$ cat config.mk
export PLATFORM = sky130hd
export DESIGN_NAME = cache_flush_walker
export DESIGN_NICKNAME = d
export VERILOG_FILES = /design/src/rtl/cache_flush_walker.sv
export SDC_FILE = /design/constraint.sdc
export NUM_CORES = 1
export LEC_CHECK = 0
export ABC_CLOCK_PERIOD_IN_PS = 2750
export CAP_MARGIN = 20
export CELL_PAD_IN_SITES_DETAIL_PLACEMENT = 0
export CELL_PAD_IN_SITES_GLOBAL_PLACEMENT = 2
export CORE_MARGIN = 3
export CORE_UTILIZATION = 27
export DETAILED_ROUTE_END_ITERATION = 8
export PLACE_DENSITY_LB_ADDON = 0.12
export SYNTH_ARGS = -nofsm -noshare
export SYNTH_HDL_FRONTEND = slang
export SYNTH_SLANG_ARGS = --single-unit
$ cat constraint.sdc
create_clock -name clk -period 2.75 [get_ports clk]
set_clock_uncertainty 0.1 [all_clocks]
set_input_delay 0.6875 -clock clk [delete_from_list [all_inputs] [get_ports clk]]
set_output_delay 0.6875 -clock clk [all_outputs]
set_load 0.03 [all_outputs]
$ cat src/rtl/cache_flush_walker.sv
`default_nettype none
// ============================================================================
// Module   : cache_flush_walker
// Purpose  : Walks every (line, way) of one bank through the tag stage's flush
//            port and turns dirty evictions into {tag,line} writeback requests.
// Revision : 1.0
// ============================================================================
module cache_flush_walker #(
    parameter  int CACHE_SIZE     = 1024,
    parameter  int LINE_SIZE      = 16,
    parameter  int NUM_BANKS      = 1,
    parameter  int NUM_WAYS       = 1,
    parameter  int TAG_BITS       = 20,
    localparam int LINES_PER_BANK = CACHE_SIZE / (LINE_SIZE * NUM_BANKS * NUM_WAYS),
    localparam int LSB            = (LINES_PER_BANK > 1) ? $clog2(LINES_PER_BANK) : 1,
    localparam int WCW            = LSB + $clog2(NUM_WAYS) + 1
) (
    input  logic                    clk,
    input  logic                    reset_n,
    input  logic                    req_valid,
    input  logic                    req_inval_only,
    output logic                    req_ready,
    output logic                    busy,
    output logic                    probe_valid,
    input  logic                    probe_ready,
    output logic [LSB-1:0]          probe_line,
    output logic [NUM_WAYS-1:0]     probe_way_sel,
    input  logic                    rsp_valid,
    input  logic                    rsp_dirty,
    input  logic [TAG_BITS-1:0]     rsp_tag,
    output logic                    wb_valid,
    input  logic                    wb_ready,
    output logic [TAG_BITS+LSB-1:0] wb_addr,
    output logic [NUM_WAYS-1:0]     wb_way_sel,
    output logic                    done_valid,
    input  logic                    done_ready,
    output logic [WCW-1:0]          wb_count
);

    typedef enum logic [2:0] {
        S_IDLE  = 3'd0,
        S_ISSUE = 3'd1,
        S_WAIT  = 3'd2,
        S_WB    = 3'd3,
        S_ADV   = 3'd4,
        S_DONE  = 3'd5
    } state_t;

    localparam logic [LSB-1:0]      c_LAST_LINE = LSB'(LINES_PER_BANK - 1);
    localparam logic [NUM_WAYS-1:0] c_WAY0      = NUM_WAYS'(1);

    state_t                r_state;
    logic [LSB-1:0]        r_line;
    logic [NUM_WAYS-1:0]   r_way;
    logic [TAG_BITS-1:0]   r_tag;
    logic                  r_inval;
    logic [WCW-1:0]        r_wb_count;
    logic                  r_req_ready;
    logic                  r_busy;
    logic                  r_probe_valid;
    logic                  r_wb_valid;
    logic                  r_done_valid;

    always_ff @(posedge clk) begin
        if (!reset_n) begin
            r_state       <= S_IDLE;
            r_line        <= '0;
            r_way         <= c_WAY0;
            r_tag         <= '0;
            r_inval       <= 1'b0;
            r_wb_count    <= '0;
            r_req_ready   <= 1'b1;
            r_busy        <= 1'b0;
            r_probe_valid <= 1'b0;
            r_wb_valid    <= 1'b0;
            r_done_valid  <= 1'b0;
        end else begin
            case (r_state)
                S_IDLE: begin
                    if (req_valid) begin
                        r_state       <= S_ISSUE;
                        r_inval       <= req_inval_only;
                        r_line        <= '0;
                        r_way         <= c_WAY0;
                        r_wb_count    <= '0;
                        r_req_ready   <= 1'b0;
                        r_busy        <= 1'b1;
                        r_probe_valid <= 1'b1;
                    end
                end
                S_ISSUE: begin
                    if (probe_ready) begin
                        r_state       <= S_WAIT;
                        r_probe_valid <= 1'b0;
                    end
                end
                S_WAIT: begin
                    if (rsp_valid) begin
                        if (rsp_dirty && !r_inval) begin
                            r_tag      <= rsp_tag;
                            r_wb_valid <= 1'b1;
                            r_state    <= S_WB;
                        end else begin
                            r_state    <= S_ADV;
                        end
                    end
                end
                S_WB: begin
                    if (wb_ready) begin
                        r_wb_valid <= 1'b0;
                        r_wb_count <= r_wb_count + WCW'(1);
                        r_state    <= S_ADV;
                    end
                end
                S_ADV: begin
                    // Ways form the inner loop; a wrap out of the top way steps the line.
                    if (r_way[NUM_WAYS-1]) begin
                        r_way  <= c_WAY0;
                        r_line <= r_line + LSB'(1);
                    end else begin
                        r_way  <= r_way << 1;
                    end
                    if (r_way[NUM_WAYS-1] && (r_line == c_LAST_LINE)) begin
                        r_state      <= S_DONE;
                        r_done_valid <= 1'b1;
                    end else begin
                        r_state       <= S_ISSUE;
                        r_probe_valid <= 1'b1;
                    end
                end
                S_DONE: begin
                    if (done_ready) begin
                        r_done_valid <= 1'b0;
                        r_busy       <= 1'b0;
                        r_req_ready  <= 1'b1;
                        r_state      <= S_IDLE;
                    end
                end
                default: begin
                    r_state       <= S_IDLE;
                    r_req_ready   <= 1'b1;
                    r_busy        <= 1'b0;
                    r_probe_valid <= 1'b0;
                    r_wb_valid    <= 1'b0;
                    r_done_valid  <= 1'b0;
                end
            endcase
        end
    end

    assign req_ready     = r_req_ready;
    assign busy          = r_busy;
    assign probe_valid   = r_probe_valid;
    assign probe_line    = r_line;
    assign probe_way_sel = r_probe_valid ? r_way : '0;
    assign wb_valid      = r_wb_valid;
    assign wb_addr       = {r_tag, r_line};
    assign wb_way_sel    = r_way;
    assign done_valid    = r_done_valid;
    assign wb_count      = r_wb_count;

endmodule
`default_nettype wire

==> results.txt <==
worst rel slew slack -> 61.7%
Leak -> 1.02 nW
syn_nets -> 281
slowest cell on the critical path -> clkdlybuf4s50_1
Synth Warn # -> 0
area occupied by multi-input gates -> 1060 µm²
Worst Path Buf+Inv -> 1
TritonRoute pass-1 iters -> 5
drt drc -> 0
RSZ-0062 raised after global routing -> no
clock period minus worst slack -> 2.25 ns
Root Buffer -> clkbuf_8
area grow syn2layout -> 43.3%
hold_buf cts -> 0
Top delay family on crit path -> buffers and inverters
crit path kind -> reg -> out
multiplexer share of the synthesized area -> 4.32%
critical path arrival -> 1.47 ns
WHS -> 0.379 ns
synthesized flop and latch total -> 42
Die Span X -> 93.9 µm
reg2reg path depth -> 4
post-synth top area cell -> dfxtp_1
Synth Area in Adders -> 1.20%
Fmax achieved -> 0.444 GHz
Crit path depth -> 1
startpoint types -> flip-flop
main combinational cell family by area after synthesis -> compound AO/OA/AOI/OAI gates
sequential cell area -> 841 µm²
clock edge transition at the registers on the reported setup and hold paths -> 0.08 ns
Core Box Area -> 7370 µm²
Final setup violation count -> 0
Final Hold Fails -> 0
first-iteration detailed-routing DRC count -> 70
status -> complete, no violations
initial antenna violation count -> 0
vias per cell -> 4.86
DIE AREA -> 8820 µm²
Inserted Diodes -> 0
Post-CTS Setup Bufs -> 0
Avg WL per Cell -> 14.8 µm
clk_lat worst skew -> 0.29 ns
post-synth cell types -> 50
# Max-Cap Violations -> 0
Hold/Removal Path Class -> reg -> reg
Final nets -> 344
share of cells above drive strength 1 -> 8.92%
vias -> 2,009
reg-to-reg slack, setup -> 0.77 ns
worst reg2reg path startpoint -> r_state[2]
TritonCTS Buffers -> 5
Post-Syn Area -> 2090 µm²
gpl congestion -> 0.743
grt ovf -> 0
CP required -> 1.96 ns
maximum vdd ir drop -> 230 µV
IO Count -> 75
vias in the first global route -> 1,915
post-synthesis async set-or-reset flop share -> 0%
CTS Buffer Depth -> 2
Final Cycle Share -> 81.9%
crit end category -> output pin
slowest cell delay on critical path -> 0.72 ns
gr usage total -> 14.1%
Critical Path End -> wb_addr[2]
DRT antenna net count -> 0
post-synthesis compound-gate area fraction -> 22.6%
first-pass GRT wire length -> 9950 µm
sequential area share after synthesis -> 40.3%
synthesized area per cell -> 8.35 µm²
Synth Flop Type -> dfxtp_1
setup TNS -> 0 ns
largest net degree at the start of global routing -> 21
XOR/XNOR Fraction of Synth Area -> 0.420%
CTS resizes -> 0
I/O Buffers -> 73
Die Y-Extent -> 93.9 µm
CTS tree -> built
fill count -> 786
Row Count -> 31
Post-Syn Instances -> 250
Pwr Density -> 467 nW/µm²
final slew viol count -> 0
ranking of synthesized cells by area -> dfxtp_1 40%, a21oi_1 8.2%, nand3_1 8.2%, o21ai_0 5.8%, mux2i_1 4.3%
Critical Path Fanout Max -> 6
Detailed Route WL -> 6120 µm
worst setup path start -> probe_line[2]
Initial Util -> 28.3%
H-tree depth -> 2
worst slew pin tran -> 0.573 ns
reg2reg end -> wb_count[6]
Clock Sinks -> 42
crit-path cells -> clkdlybuf4s50_1
Yosys top cell area share -> 40.3%
number of synthesized flops with an enable pin -> 0
DP HPWL -> 4200 µm
simple-gate share of the synthesized area -> 21.6%
[per-stage QoR]
step	area (µm²)	util (%)	instances	power, mW	worst slack, ns
2_1_floorplan	2090	-	250	0.805	0.929
3_3_place_gp	2880	39.1	405	0.917	0.352
3_5_place_dp	2880	39.1	405	0.916	0.343
4_1_cts	2990	40.6	413	1.42	0.457
5_1_grt	2990	40.6	413	1.46	0.404
6_report	2990	40.6	413	1.40	0.497
[cell usage after synthesis (2+ instances only)]
cell / number
a211oi_2: 2
a21boi_0: 2
a21o_1: 2
a21oi_1: 34
and3_1: 3
buf_1: 2
buf_2: 5
buf_4: 8
buf_6: 2
clkbuf_1: 12
dfxtp_1: 42
ha_1: 2
inv_1: 8
mux2i_1: 9
nand2_1: 9
nand3_1: 34
nand3b_1: 3
nand4_1: 2
nor2_1: 4
nor2b_1: 2
nor3_1: 5
o21ai_0: 24
o22ai_1: 2
o31ai_1: 2
or3_1: 4
or4b_1: 2
[how the worst min path moves through the flow]
stage / from / to / slack (ns) / cells after the start
floorplan: r_inval / r_inval / 0.37 / 2
global placement: r_tag[18] / r_tag[18] / 0.36 / 2
detailed placement: r_tag[13] / r_tag[13] / 0.37 / 2
CTS: r_tag[2] / r_tag[2] / 0.38 / 2
global route: r_tag[0] / r_tag[0] / 0.40 / 2
finish: r_tag[0] / r_tag[0] / 0.38 / 2
[layout make-up]
type	count	area share [%]
multi-input cells	170	35.4
inverters	8	1.00
clock inverters	2	1.26
flip-flops and latches	42	28.1
well taps	99	4.14
repair buffers	86	27.7
clock buffers	6	2.43
[cells in the final DEF, fill, tap and decap left out, types with 3 or more instances in the layout]
cell type        count
clkdlybuf4s50_1     73
dfxtp_1             42
nand3_1             34
a21oi_1             34
o21ai_0             24
buf_4               13
nand2_1              9
mux2i_1              9
inv_1                8
nor3_1               5
clkbuf_8             5
nor2_1               4
or3_1                4
and3_1               3
nand3b_1             3
[cell families after synthesis]
group	count (synthesis)
multiplexers	9
AO/OA/AOI/OAI	79
flip-flops	42
other	1
AND/OR/NAND/NOR	78
adder cells (fa/ha/maj)	2
XOR/XNOR	1
buffers and inverters	38
[power breakdown]
part	total, mW	internal [mW]	switching [mW]
registers	0.645	0.622	0.0230
clock network	0.498	0.271	0.227
logic	0.253	0.114	0.140
[routing by layer]
layer	routed length, µm	GRT usage [%]	up-vias	part of all wire [%]
li1	-	-	1029	-
met1	3140	21.4	917	51
met2	2650	19.7	54	43
met3	266	3.13	9	4.3
met4	65	3.97	0	1.1
met5	0	0	-	0
[sequential cells by signal, indices dropped and copies added, names as in the netlist]
signal,cells
probe_line,6
r_inval,1
busy,1
wb_valid,1
wb_count,7
r_state,3
req_ready,1
probe_valid,1
done_valid,1
r_tag,20
[worst min-delay path, cell delays in order (launching register included)]
cell     delay (ns)
dfxtp_1        0.31
o21ai_0        0.06
a21oi_1        0.06
Note: power is estimated with default switching activity, not from simulation.
